<file path="config.mk">
export PLATFORM = sky130hd
export DESIGN_NAME = query_patch_wb_reader
export DESIGN_NICKNAME = d
export VERILOG_FILES = /design/src/rtl/query_patch_wb_reader.sv
export SDC_FILE = /design/constraint.sdc
export NUM_CORES = 1
export LEC_CHECK = 0
export ABC_AREA = 1
export BUFFER_PORTS_ARGS = -buffer_cell sky130_fd_sc_hd__clkbuf_2
export CAP_MARGIN = 10
export CORE_UTILIZATION = 45
export DETAILED_ROUTE_END_ITERATION = 8
export PLACE_DENSITY = 0.9
export SLEW_MARGIN = 20
export SYNTH_ARGS = -nofsm -noshare
export SYNTH_HDL_FRONTEND = slang
export SYNTH_SLANG_ARGS = --single-unit
</file>
<file path="constraint.sdc">
create_clock -name wb_clk_i -period 1.8 [get_ports wb_clk_i]
set_input_delay 0.18 -clock wb_clk_i [delete_from_list [all_inputs] [get_ports wb_clk_i]]
set_output_delay 0.18 -clock wb_clk_i [all_outputs]
set_load 0.01 [all_outputs]
</file>
<file path="src/rtl/query_patch_wb_reader.sv">
// Wishbone read responder for the query patch memory: returns a stored patch as two 32-bit halves.
// Optional one-entry read cache enabled with `define PATCH_CACHE_EN.
module query_patch_wb_reader #(
  parameter int DATA_WIDTH        = 11,
  parameter int PATCH_SIZE        = 5,
  parameter int ADDR_WIDTH        = 9,
  parameter int DEPTH             = 512,
  parameter int WB_ADDRESS_OFFSET = 557
) (
  input  logic                  wb_clk_i,
  input  logic                  wb_rst_i,
  input  logic                  wb_mode,
  input  logic                  wbs_stb_i,
  input  logic                  wbs_cyc_i,
  input  logic                  wbs_we_i,
  input  logic [31:0]           wbs_adr_i,
  output logic                  wbs_ack_o,
  output logic [31:0]           wbs_dat_o,
  output logic                  ram_csb,
  output logic [ADDR_WIDTH-1:0] ram_addr,
  input  logic [63:0]           ram_rdata
);

  localparam int          PATCH_W    = DATA_WIDTH * PATCH_SIZE;
  localparam logic [63:0] PATCH_MASK = (PATCH_W >= 64) ? {64{1'b1}}
                                                       : ((64'd1 << PATCH_W) - 64'd1);
  localparam logic [31:0] WIN_BASE   = 32'(WB_ADDRESS_OFFSET);
  localparam logic [31:0] WIN_SPAN   = 32'(2 * DEPTH);

  if (PATCH_W > 64) begin : g_patch_too_wide
    $error("patch width exceeds the 64-bit memory word");
  end

  typedef enum logic [1:0] {
    S_IDLE,
    S_ISSUE,
    S_WAIT,
    S_ACK
  } state_t;

  // Bits above the patch width are forced to zero so stale word padding never leaks out.
  function automatic logic [31:0] select_half(input logic [63:0] word, input logic half);
    logic [63:0] masked;
    masked = word & PATCH_MASK;
    return half ? masked[63:32] : masked[31:0];
  endfunction

  state_t                  state_q, state_d;
  logic                    ack_q, ack_d;
  logic [31:0]             dat_q, dat_d;
  logic                    csb_q, csb_d;
  logic [ADDR_WIDTH-1:0]   addr_q, addr_d;
  logic                    half_q, half_d;

  logic [31:0]             rel;
  logic                    in_win;
  logic [ADDR_WIDTH-1:0]   req_idx;
  logic                    req_half;
  logic                    rd_req;
  logic                    wr_strobe;
  logic                    cache_hit;
  logic [31:0]             cache_word;

  always_comb begin
    rel       = wbs_adr_i - WIN_BASE;
    in_win    = (wbs_adr_i >= WIN_BASE) && (rel < WIN_SPAN);
    req_idx   = rel[ADDR_WIDTH:1];
    req_half  = rel[0];
    rd_req    = wbs_cyc_i & wbs_stb_i & ~wbs_we_i & wb_mode;
    wr_strobe = wbs_cyc_i & wbs_stb_i & wbs_we_i;
  end

`ifdef PATCH_CACHE_EN
  logic                  cache_vld_q, cache_vld_d;
  logic [ADDR_WIDTH-1:0] cache_tag_q, cache_tag_d;
  logic [63:0]           cache_data_q, cache_data_d;
  logic                  cache_fill;

  always_comb begin
    cache_hit  = cache_vld_q && (cache_tag_q == req_idx);
    cache_word = select_half(cache_data_q, req_half);
  end

  // The write path may change any patch, and mode switches hand the port to the core logic.
  always_comb begin
    cache_fill   = (state_q == S_WAIT);
    cache_vld_d  = cache_vld_q;
    cache_tag_d  = cache_tag_q;
    cache_data_d = cache_data_q;
    if (cache_fill) begin
      cache_vld_d  = 1'b1;
      cache_tag_d  = addr_q;
      cache_data_d = ram_rdata;
    end
    if (wr_strobe || !wb_mode) begin
      cache_vld_d = 1'b0;
    end
  end

  always_ff @(posedge wb_clk_i) begin
    if (wb_rst_i) begin
      cache_vld_q <= 1'b0;
    end else begin
      cache_vld_q <= cache_vld_d;
    end
  end

  always_ff @(posedge wb_clk_i) begin
    cache_tag_q  <= cache_tag_d;
    cache_data_q <= cache_data_d;
  end
`else
  always_comb begin
    cache_hit  = 1'b0;
    cache_word = 32'd0;
  end
`endif

  always_comb begin
    state_d = state_q;
    ack_d   = 1'b0;
    dat_d   = dat_q;
    csb_d   = 1'b1;
    addr_d  = addr_q;
    half_d  = half_q;
    case (state_q)
      S_IDLE: begin
        if (rd_req) begin
          if (!in_win) begin
            ack_d   = 1'b1;
            dat_d   = 32'd0;
            state_d = S_ACK;
          end else if (cache_hit) begin
            ack_d   = 1'b1;
            dat_d   = cache_word;
            state_d = S_ACK;
          end else begin
            csb_d   = 1'b0;
            addr_d  = req_idx;
            half_d  = req_half;
            state_d = S_ISSUE;
          end
        end
      end
      S_ISSUE: begin
        state_d = S_WAIT;
      end
      S_WAIT: begin
        ack_d   = 1'b1;
        dat_d   = select_half(ram_rdata, half_q);
        state_d = S_ACK;
      end
      S_ACK: begin
        state_d = S_IDLE;
      end
      default: begin
        state_d = S_IDLE;
      end
    endcase
  end

  always_ff @(posedge wb_clk_i) begin
    if (wb_rst_i) begin
      state_q <= S_IDLE;
      ack_q   <= 1'b0;
      dat_q   <= 32'd0;
      csb_q   <= 1'b1;
      addr_q  <= '0;
      half_q  <= 1'b0;
    end else begin
      state_q <= state_d;
      ack_q   <= ack_d;
      dat_q   <= dat_d;
      csb_q   <= csb_d;
      addr_q  <= addr_d;
      half_q  <= half_d;
    end
  end

  assign wbs_ack_o = ack_q;
  assign wbs_dat_o = dat_q;
  assign ram_csb   = csb_q;
  assign ram_addr  = addr_q;

endmodule

</file>
; ---- Word-level counts from Yosys, hierarchy flattened
; Index checks and enable logic that the tools add are counted.
[word_totals]
ff_bits = 46
latch_bits = 0
ramBits = 0
mem_bits_ro = 0
mem_count = 0
[classes]
n_addsub = 1
mul = 0
n_div = 0
magnitude_cmp = 2
eq_ne = 5
shift = 0
muxes = 10
n_bitwise = 6
reduce_logical = 6
[ops]
columns = operator, n
row1 = $mux 32, 3
row2 = $pmux 32 s2, 1
row3 = $ge 32x10->1 const B, 1
row4 = $lt 32x11->1 const B, 1
row5 = $sub 32x10->32 const B, 1
row6 = $pmux 2 s4, 1
row7 = $reduce_and 3->1, 2
row8 = $eq 2x2->1 const B, 2
row9 = $mux 2, 2
row10 = $ne 2x2->1 const B, 2
row11 = $and 1x1->1, 3
row12 = $not 1->1, 3
row13 = $reduce_or 3->1, 1
row14 = $eq 2x1->1 const B, 1
row15 = $logic_not 2->1, 1
row16 = $mux 1, 2
row17 = $pmux 1 s2, 1
row18 = $reduce_bool 2->1, 1
row19 = $logic_and 1x1->1, 1

; ---- Depth between registers and ports, before layout
; Gate-level depths: netlist of the first run.
[depth]
word_depth = 6
mapped_depth = 20
ltp_nobuf = 19

; ---- Worst setup path after synthesis of the first run
; No wires, ideal clock.
[synth_path]
path_type = input-to-reg
from = input port wbs_adr_i[1]
to = register dat_q[10] (netlist: wbs_dat_o[10])
setup_ns = 0.113
arrival_time_ns = 1.799
setup_slack_ns = -0.112
path_stages = 18
path_buffers = 2
cell_sequence = inv_1 > ha_1 > nor2_2 > nand2_1 > nand2_2 > nand2_2 > buf_6 > nand3_1 > nand2_1 > nor2_1 > nand3_1 > nor2_1 > nand2_1 > nand2_2 > nand2_4 > buf_2 > nor2_1 > nor2_1
[synth_via]
elab_chain_len = 5
word_cells_on_any_way = 6
cone_classes = 1 x add/sub / 2 x order compare / 1 x eq/ne / 2 x reduce/logical
[synth_rtl]
columns = element, line_no
row1 = start: declaration, 16  ; input logic [31:0] wbs_adr_i,
row2 = $sub 32x10->32, 65  ; rel = wbs_adr_i - WIN_BASE;
row3 = $lt 32x11->1, 66  ; in_win = (wbs_adr_i >= WIN_BASE) && (rel < WIN_SPAN);
row4 = $logic_and 1x1->1 (*), 66
row5 = $ne 2x2->1 (no source line) (*), --
row6 = $reduce_and 3->1 (no source line) (*), --
row7 = end signal: assignment, 173  ; dat_q <= dat_d;
row8 = end: declaration, 50  ; logic [31:0] dat_q, dat_d;
; Every way passes the cells marked *; elsewhere a longest branch is shown, timed or not.
; A chain may end at the register's enable or synchronous reset.

; ---- Final worst setup path of the first run
[layout_path]
from = input port wbs_adr_i[8]
to = register dat_q[16] (netlist: wbs_dat_o[16])
; Same word-level chain as after synthesis.

==> metrics.cfg, run 1 <==
[run_status]
outcome=complete, but fails checks
violations=setup timing

[sta]
rsz0062_at_grt=true
hold_viol=0
finalSetupViolations=45
period_share_pct=116
maxSlewHeadroom_pct=61.3
drv_slew=0
fmax_mhz=479
tightest_slew_ps=580
min_period_ps=2090
finClkSkew_ps=9.95
fin_ws_ps=-289

[cts]
cts_tree=yes
cts.htree.levels=2
clkSinkCount=46
cts_buffers=5
insertion_delay_ps=300
root_buffer=clkbuf_8
clockBufferDepth=2
clk_pin_slew_ps=90

[critical_path]
path_class=primary input to flip-flop
crit_path_frequent_cell=nand2_1
slowest_delay_ps=160
worstPathCellList=clkbuf_2 -> inv_2 -> nand2_1 -> nor2_4 -> nand3_2 -> nand2_1 -> nand2_1 -> nand2_1 -> nand2_1 -> nor2_2 -> nand2_1 -> nor2_1 -> nand2_1 -> nand2_4 -> nand2_8 -> buf_12 -> nand2_2 -> nand2_1 -> nor2_1
cp.arrival_ps=2320
setup.worst_path.start_class=primary input
worst_path_max_delay_cell=buf_12
endpoint_kind=flip-flop
reg2reg_depth=10
critPathRequiredTime_ps=2030
crit_fanout=6

[global_routing]
grt_usage_pct=28.3
grt_overflow_total=0
antenna_found_initial=0
grt_first_pass_wirelength_mm=19.7
grt_pass1_vias=4571
grt_max_degree=39

[finish]
layout_commonest_cell=nand2_1
stdcell_count=1003
antennaDiodeCount=0
area_growth_pct=61.8
fin_nets=1006
final_cell_mix=161 x nand2_1, 156 x nor2_1, 127 x clkbuf_2
drive_gt1_share_pct=42.8

[yosys]
ys_ff_latch=46
netlist.area_leader.share_pct=25.0
synthCells=660
syn-cell-area_um2=3680
yosys_warnings=0
post_synth.cell_area_avg_um2=5.58
synth_area_leaders=dfxtp_1 25%, nand2_1 20%, nor2_1 19%, inv_1 5.2%, nand3_1 5.2%
yosysTopAreaCell=dfxtp_1
synthFlopType=dfxtp_1
synthDistinctLibCells=30
syn_nets=766
yosysSeqAreaShare_pct=25.0
async_reset_ff_share_pct=0
synth_edf_count=0

[floorplanning]
die-area_um2=8550
die-height_um=92.5
io_pins=145
rows=32
die_w_um=92.5
start_util_pct=47.2
core_um2=7810

[detailed_routing]
ant_nets=0
routed_wl_mm=14.3
drc_errors=0
drtPass1Iterations=5
wire_per_inst_um=14.2
vias_per_cell=5.26
vias=5280
drtIter0Drc=322

[hold_path]
hp-class=primary input to flip-flop
holdPathStages=2

[run]
cap_violations=0

[placement]
dp.cells=973
hpwlAfterDp_mm=9.08
io_buffers=135
gp_congestion=0.898

[power_and_ir_drop]
comb_power_share_pct=32.1
netSwitchingPower_mw=0.857
ir_drop_uv=469
power.total_mw=2.73
intPower_mw=1.88
pwr-share-clk_pct=28.5
switching_share_pct=31.3
seq_power_share_pct=39.3
power_leakage_nw=3.07
p_per_area_nw_per_um2=458

[routing by layer]
metal  track usage (%)  vias to the layer above  wire (um)
li1                  -                     2541          -
met1              32.5                     2370       5530
met2              52.4                      291       7110
met3              4.11                       78       1040
met4              10.3                        0        590
met5                 0                        -          0
[Yosys cell counts, types with 7 or more instances]
master,n
inv_2,7
xor2_1,7
nand3b_1,9
a21boi_0,7
nor2_1,183
nand3_1,38
nand4_1,17
nand2_1,200
clkbuf_1,9
nor2_2,8
nand2_2,12
o21ai_0,26
inv_1,51
dfxtp_1,46
[power by group through the flow]
stage | clock network, mW | logic, mW | registers (mW)
after CTS | 0.794 | 0.761 | 1.07
after global placement | 0 | 0.695 | 1.09
after detailed placement | 0 | 0.709 | 1.10
after floorplan | 0 | 0.337 | 1.11
final | 0.780 | 0.878 | 1.08
after global routing | 0.840 | 0.950 | 1.08
[critical path: cells and delay by family]
kind | cells | cell delay [ps]
AND/OR/NAND/NOR | 16 | 1700
buffers and inverters | 3 | 430
[per-stage QoR]
step                      hold slack [ps]  utilization [%]  area (um^2)  worst slack (ps)  TNS (ps)
after floorplan                       249                -         3750              4.70         0
after global placement                379             66.3         5170              -402    -16400
after detailed placement              386             66.3         5170              -477    -18170
after CTS                            71.2             71.0         5540             -48.7      -567
after global routing                 71.5             76.4         5960              -477    -16690
final                                85.8             76.4         5960              -289     -7620
[logic make-up after synthesis]
logic type | count (synthesis) | share of synthesized area (%)
AO/OA/AOI/OAI | 45 | 7.40
XOR/XNOR | 7 | 1.66
adder cells (fa/ha/maj) | 4 | 1.36
buffers and inverters | 82 | 9.78
flip-flops | 46 | 25.0
AND/OR/NAND/NOR | 476 | 54.8
[timing repair]
item,4_1_cts,5_1_grt
resized for setup,42,89
hold buffers,0,0
endpoints found under the setup margin,42,45
gates cloned,1,6
setup buffers,9,6
hold endpoints to repair,0,0
pin swaps,7,43
[final timing paths]
path	startpoint	end	slack (ps)
max	wbs_adr_i[8]	wbs_dat_o[16]	-290
min	wb_rst_i	state_q[0]	90
max reg2reg	state_q[0]	wbs_dat_o[16]	60
min reg2reg	ram_addr[3]	ram_addr[3]	470
[flip-flops by register name, summed over array words and instances, names as in the netlist]
| name | count |
|---|---|
| half_q | 1 |
| ram_addr | 9 |
| ram_csb | 1 |
| state_q | 2 |
| wbs_ack_o | 1 |
| wbs_dat_o | 32 |
[final cells by class]
class / instances / area [um^2]
Multi-Input combinational cell: 534 / 2790
Fill cell: 524 / 1850
Timing Repair Buffer: 253 / 1770
Sequential cell: 46 / 921
Inverter: 60 / 238
Tap cell: 102 / 128
Clock buffer: 5 / 68.8
Clock inverter: 3 / 43.8
Power figures use the tool's default switching activity.
==> inputs of run 2 (changes only) <==
--- a/config.mk
+++ b/config.mk
@@ -10,7 +10,8 @@
 export CAP_MARGIN = 10
 export CORE_UTILIZATION = 45
 export DETAILED_ROUTE_END_ITERATION = 8
-export PLACE_DENSITY = 0.9
+export PLACE_DENSITY = 0.87
+export SKIP_LAST_GASP = 1
 export SLEW_MARGIN = 20
 export SYNTH_ARGS = -nofsm -noshare
 export SYNTH_HDL_FRONTEND = slang
==> constraint.sdc (replaced) <==
create_clock -name wb_clk_i -period 2.5 [get_ports wb_clk_i]
set_input_delay 0.25 -clock wb_clk_i [delete_from_list [all_inputs] [get_ports wb_clk_i]]
set_output_delay 0.25 -clock wb_clk_i [all_outputs]
set_load 0.01 [all_outputs]
==> run 2 against run 1 <==
  * The run now ends clean
  * Register-to-register slack improved by 700 ps
  * Final cell count down 11%
  * Via count fell by 18%
  * Hold slack better by 52 ps
  * Count of clock-buffer cells in the layout unchanged
  * Critical path type unchanged
  * Largest power group unchanged
==> metrics.cfg, run 2 (synthesis gave the netlist of run 1 again) <==
[sta]
hold_viol=0
maxSlewHeadroom_pct=57.5
rsz0062_at_grt=false
finClkSkew_ps=16.4
fmax_mhz=458
tightest_slew_ps=636
period_share_pct=87.3
drv_slew=0
setup_tns_ps=0
min_period_ps=2180
finalSetupViolations=0

[finish]
fin_nets=894
multiInputGateArea_um2=2400
antennaDiodeCount=0
drive_gt1_share_pct=24.0
final_cell_mix=200 x nand2_1, 183 x nor2_1, 135 x clkbuf_2
layout_commonest_cell=nand2_1
fin_util_pct=57.9
area_growth_pct=22.6
largest_register_ffs=32
stdcell_area_um2=4520
regArea_um2=921
layout.filler_cells=817

[power_and_ir_drop]
switching_share_pct=31.7
power_leakage_nw=2.37
pwr-share-clk_pct=28.0
comb_power_share_pct=25.0
intPower_mw=1.12
ir_drop_uv=233
seq_power_share_pct=47.0
netSwitchingPower_mw=0.520
p_per_area_nw_per_um2=363

[critical_path]
setup.worst_path.start_class=primary input
cp.buffers_inverters=3
path_class=primary input to flip-flop
critPathRequiredTime_ps=2720
worstPathCellList=clkbuf_2 -> inv_1 -> ha_1 -> nor2_2 -> nand2_1 -> nand2_2 -> nand2_2 -> nand2_1 -> nand2_1 -> nand2_1 -> nand2_1 -> nor2_1 -> nand2_1 -> nor2_1 -> nand2_1 -> nand2_2 -> nand2_4 -> buf_12 -> nand2_1 -> nand2_1 -> nor2_1
crit_fanout=50
cp.arrival_ps=2410
slowest_delay_ps=260
worst_path_max_delay_cell=ha_1
crit_family=simple AND/OR/NAND/NOR gates
crit_path_frequent_cell=nand2_1
endpoint_kind=flip-flop

[cts]
cts_tree=yes
clockBufferDepth=2
root_buffer=clkbuf_8
cts_buffers=5
clkSinkCount=46
cts_hold_buf=0
post_cts_resize_count=0
clk_pin_slew_ps=100
insertion_delay_ps=300
cts_setup_buffers=0
cts.htree.levels=2

[detailed_routing]
vias=4307
drtIter0Drc=157
wire_per_inst_um=11.2
drc_errors=0
ant_nets=0
drtPass1Iterations=5
vias_per_cell=4.83
routed_wl_mm=9.96

[run]
cap_violations=0

[floorplanning]
io_pins=145
die-area_um2=8550
core_um2=7810
die_w_um=92.5
start_util_pct=47.2
die-height_um=92.5
rows=32

[placement]
gp_congestion=0.915
dpl-instance-area_um2=4430
hpwlAfterDp_mm=8.06
io_buffers=135

[run_status]
outcome=complete, no violations

[global_routing]
grt_max_degree=51
grt_overflow_total=0
grt_first_pass_wirelength_mm=15.8
grt_usage_pct=22.7
grt_pass1_vias=3561
antenna_found_initial=0

[hold_path]
hp-class=primary input to flip-flop

==> run 2: through the flow <==
stage	power [mW]	instances	worst slack, ps	hold slack [ps]
5_1_grt	1.74	891	82.4	137
6_report	1.64	891	317	138
3_5_place_dp	1.20	883	12.2	457
4_1_cts	1.65	891	315	132
2_1_floorplan	1.04	660	518	319
3_3_place_gp	1.19	883	53.6	453
==> run 2: layer usage <==
metal / vias to the layer above / wire length (um) / global-route usage [%]
met5: - / 0 / 0
met4: 0 / 137 / 5.34
met3: 12 / 745 / 4.27
met2: 142 / 4750 / 40.1
met1: 1847 / 4330 / 28.2
li1: 2306 / - / -
==> run 2: worst reg2reg max path, cell delays in order, from the launching register on <==
cell	delay, ps
dfxtp_1	340
inv_1	60
ha_1	230
inv_1	90
nand2_1	310
nand2_4	190
buf_12	220
nand2_1	90
nand2_1	60
nor2_1	40
==> run 2: worst paths after layout <==
path	start	end	slack (ps)	cells past startpoint
worst max-delay path	wbs_adr_i[0]	wbs_dat_o[3]	320	21
worst min-delay path	wb_rst_i	state_q[0]	140	2
worst max register to register	state_q[0]	wbs_dat_o[23]	760	9
worst min register to register	ram_addr[3]	ram_addr[3]	470	2
==> run 2: power by group through the flow <==
stage	sequential [mW]	clock [mW]	combinational, mW
2_1_floorplan	0.800	0	0.235
3_3_place_gp	0.787	0	0.401
3_5_place_dp	0.788	0	0.408
4_1_cts	0.771	0.473	0.410
5_1_grt	0.774	0.506	0.461
6_report	0.771	0.460	0.411
==> run 2: final cells by class <==
type                       instances  area share [%]
clock inverter                     3           0.526
inverter                          60            4.98
sequential                        46            20.4
tap                              102            2.82
multi-input combinational        532            53.2
timing repair buffer             143            16.6
clock buffer                       5            1.52
==> inputs of run 3 (changes only) <==
--- a/config.mk
+++ b/config.mk
@@ -8,9 +8,11 @@
 export ABC_AREA = 1
 export BUFFER_PORTS_ARGS = -buffer_cell sky130_fd_sc_hd__clkbuf_2
 export CAP_MARGIN = 10
-export CORE_UTILIZATION = 45
+export CELL_PAD_IN_SITES_DETAIL_PLACEMENT = 1
+export CELL_PAD_IN_SITES_GLOBAL_PLACEMENT = 1
+export CORE_UTILIZATION = 35
 export DETAILED_ROUTE_END_ITERATION = 8
-export PLACE_DENSITY = 0.87
+export PLACE_DENSITY = 0.95
 export SKIP_LAST_GASP = 1
 export SLEW_MARGIN = 20
 export SYNTH_ARGS = -nofsm -noshare
==> run 3 against run 2 <==
  * Worst setup slack worse by 140 ps
  * Sequential power about the same
  * Global-route usage up 1.0 points
  * Critical path depth down 2
  * Count of clock-buffer cells in the layout unchanged
  * Critical endpoint is now wbs_dat_o[19]
  * Clock power up 24%
  * Final cell count up 4.7%
  * Power up 8.8%
  * Fmax down 6.0%
  * Register-to-register slack worse by 70 ps
  * Critical path type unchanged
  * Die area up 28%
==> metrics.cfg, run 3 (synthesis gave the netlist of run 1 again) <==
[finish]
fin_nets=902
antennaDiodeCount=0
largest_register_ffs=32
layout_commonest_cell=nand2_1
stdcell_area_um2=4670
area_growth_pct=26.8
stdcell_count=933
final_cell_mix=200 x nand2_1, 183 x nor2_1, 135 x clkbuf_2
drive_gt1_share_pct=24.7

[cts]
insertion_delay_ps=310
clkSinkCount=46
cts_hold_buf=0
clockBufferDepth=2
cts_tree=yes
cts_buffers=5
clk_pin_slew_ps=90
root_buffer=clkbuf_8
cts.htree.levels=2

[power_and_ir_drop]
seq_power_share_pct=43.3
p_per_area_nw_per_um2=382
switching_share_pct=31.1
ir_drop_uv=219
pwr-share-clk_pct=32.0
power_leakage_nw=2.44
intPower_mw=1.23
comb_power_share_pct=24.6
power.total_mw=1.79
netSwitchingPower_mw=0.556

[global_routing]
grt_first_pass_wirelength_mm=21.1
antenna_found_initial=0
grt_max_degree=29
grt_usage_pct=23.7
grt_pass1_vias=4483
grt_overflow_total=0

[detailed_routing]
vias_per_cell=4.89
ant_nets=0
drtIter0Drc=171
wire_per_inst_um=14.0
vias=4561
routed_wl_mm=13.1
drtPass1Iterations=5
drc_errors=0

[floorplanning]
io_pins=145
rows=37
die-area_um2=10900
start_util_pct=35.9
die-height_um=105
core_um2=10300
die_w_um=105

[critical_path]
worstPathCellList=clkbuf_2 -> inv_1 -> ha_1 -> o21ai_2 -> nand2_2 -> nand3_1 -> nand2_1 -> nor2_1 -> nand2_1 -> nor2_1 -> nand2_1 -> nor2_1 -> nand2_1 -> nand2_2 -> nand2_4 -> buf_12 -> nand2_1 -> nand2_1 -> nor2_1
path_class=primary input to flip-flop
worst_path_max_delay_cell=ha_1
cp.buffers_inverters=3
slowest_delay_ps=240
cp.arrival_ps=2540
crit_fanout=28
endpoint_kind=flip-flop
crit_family=simple AND/OR/NAND/NOR gates
crit_path_frequent_cell=nand2_1
setup.worst_path.start_class=primary input
critPathRequiredTime_ps=2720

[sta]
period_share_pct=92.9
fmax_mhz=430
tightest_slew_ps=586
rsz0062_at_grt=false
hold_viol=0
maxSlewHeadroom_pct=60.9
drv_slew=0
finalSetupViolations=0
min_period_ps=2320
finClkSkew_ps=13.8

[placement]
gp_congestion=0.888
dpl-instance-area_um2=4550
hpwlAfterDp_mm=10.5
dp.cells=925
io_buffers=135

[hold_path]
hp-class=primary input to flip-flop

[run_status]
outcome=complete, no violations

[run]
cap_violations=0

run 3: cell types whose count changed in the layout (fill, tap and decap cells not counted), sizes merged:
cell	change
clkinv	+1
clkinvlp	-2
buf	+8
bufinv	+1
run 3: layout make-up:
class | count | area [um^2]
tap | 136 | 170
inverter | 60 | 225
fill | 1488 | 5610
clock inverter | 3 | 43.8
sequential | 46 | 921
multi-input combinational | 532 | 2410
clock buffer | 5 | 68.8
timing repair buffer | 151 | 833
run 3: metal layers:
layer / vias up / share of wire (%) / GRT usage, %
met5: - / 0 / 0
met4: 0 / 2.6 / 7.14
met3: 28 / 2.9 / 3.49
met2: 105 / 50 / 43.8
met1: 2103 / 44 / 28.0
li1: 2325 / - / -
run 3: power groups by stage:
stage | registers, mW | logic [mW] | clock network [mW]
floorplan | 0.800 | 0.235 | 0
global placement | 0.787 | 0.416 | 0
detailed placement | 0.790 | 0.435 | 0
CTS | 0.774 | 0.440 | 0.579
global route | 0.777 | 0.491 | 0.606
finish | 0.774 | 0.440 | 0.572
run 3: stage by stage:
stage / util (%) / setup TNS [ps] / hold slack [ps] / setup slack [ps]
floorplan: - / 0 / 319 / 518
global placement: 44.3 / 0 / 453 / 36.0
detailed placement: 44.3 / -1530 / 461 / -170
CTS: 45.4 / 0 / 150 / 139
global route: 45.4 / 0 / 148 / 24.0
finish: 45.4 / 0 / 155 / 177
run 3: path summary, 6_finish.rpt:
| check | from | end | slack [ps] | depth (start not counted) |
|---|---|---|---|---|
| hold reg to reg | ram_addr[1] | ram_addr[1] | 480 | 2 |
| setup reg to reg | state_q[1] | wbs_dat_o[19] | 690 | 9 |
| hold / removal | wb_rst_i | state_q[0] | 160 | 2 |
| setup / recovery | wbs_adr_i[1] | wbs_dat_o[19] | 180 | 19 |
run 3: repair_timing:
item	in CTS	in global routing
setup endpoints to repair	0	6
setup buffers	0	0
gates resized for setup	0	1
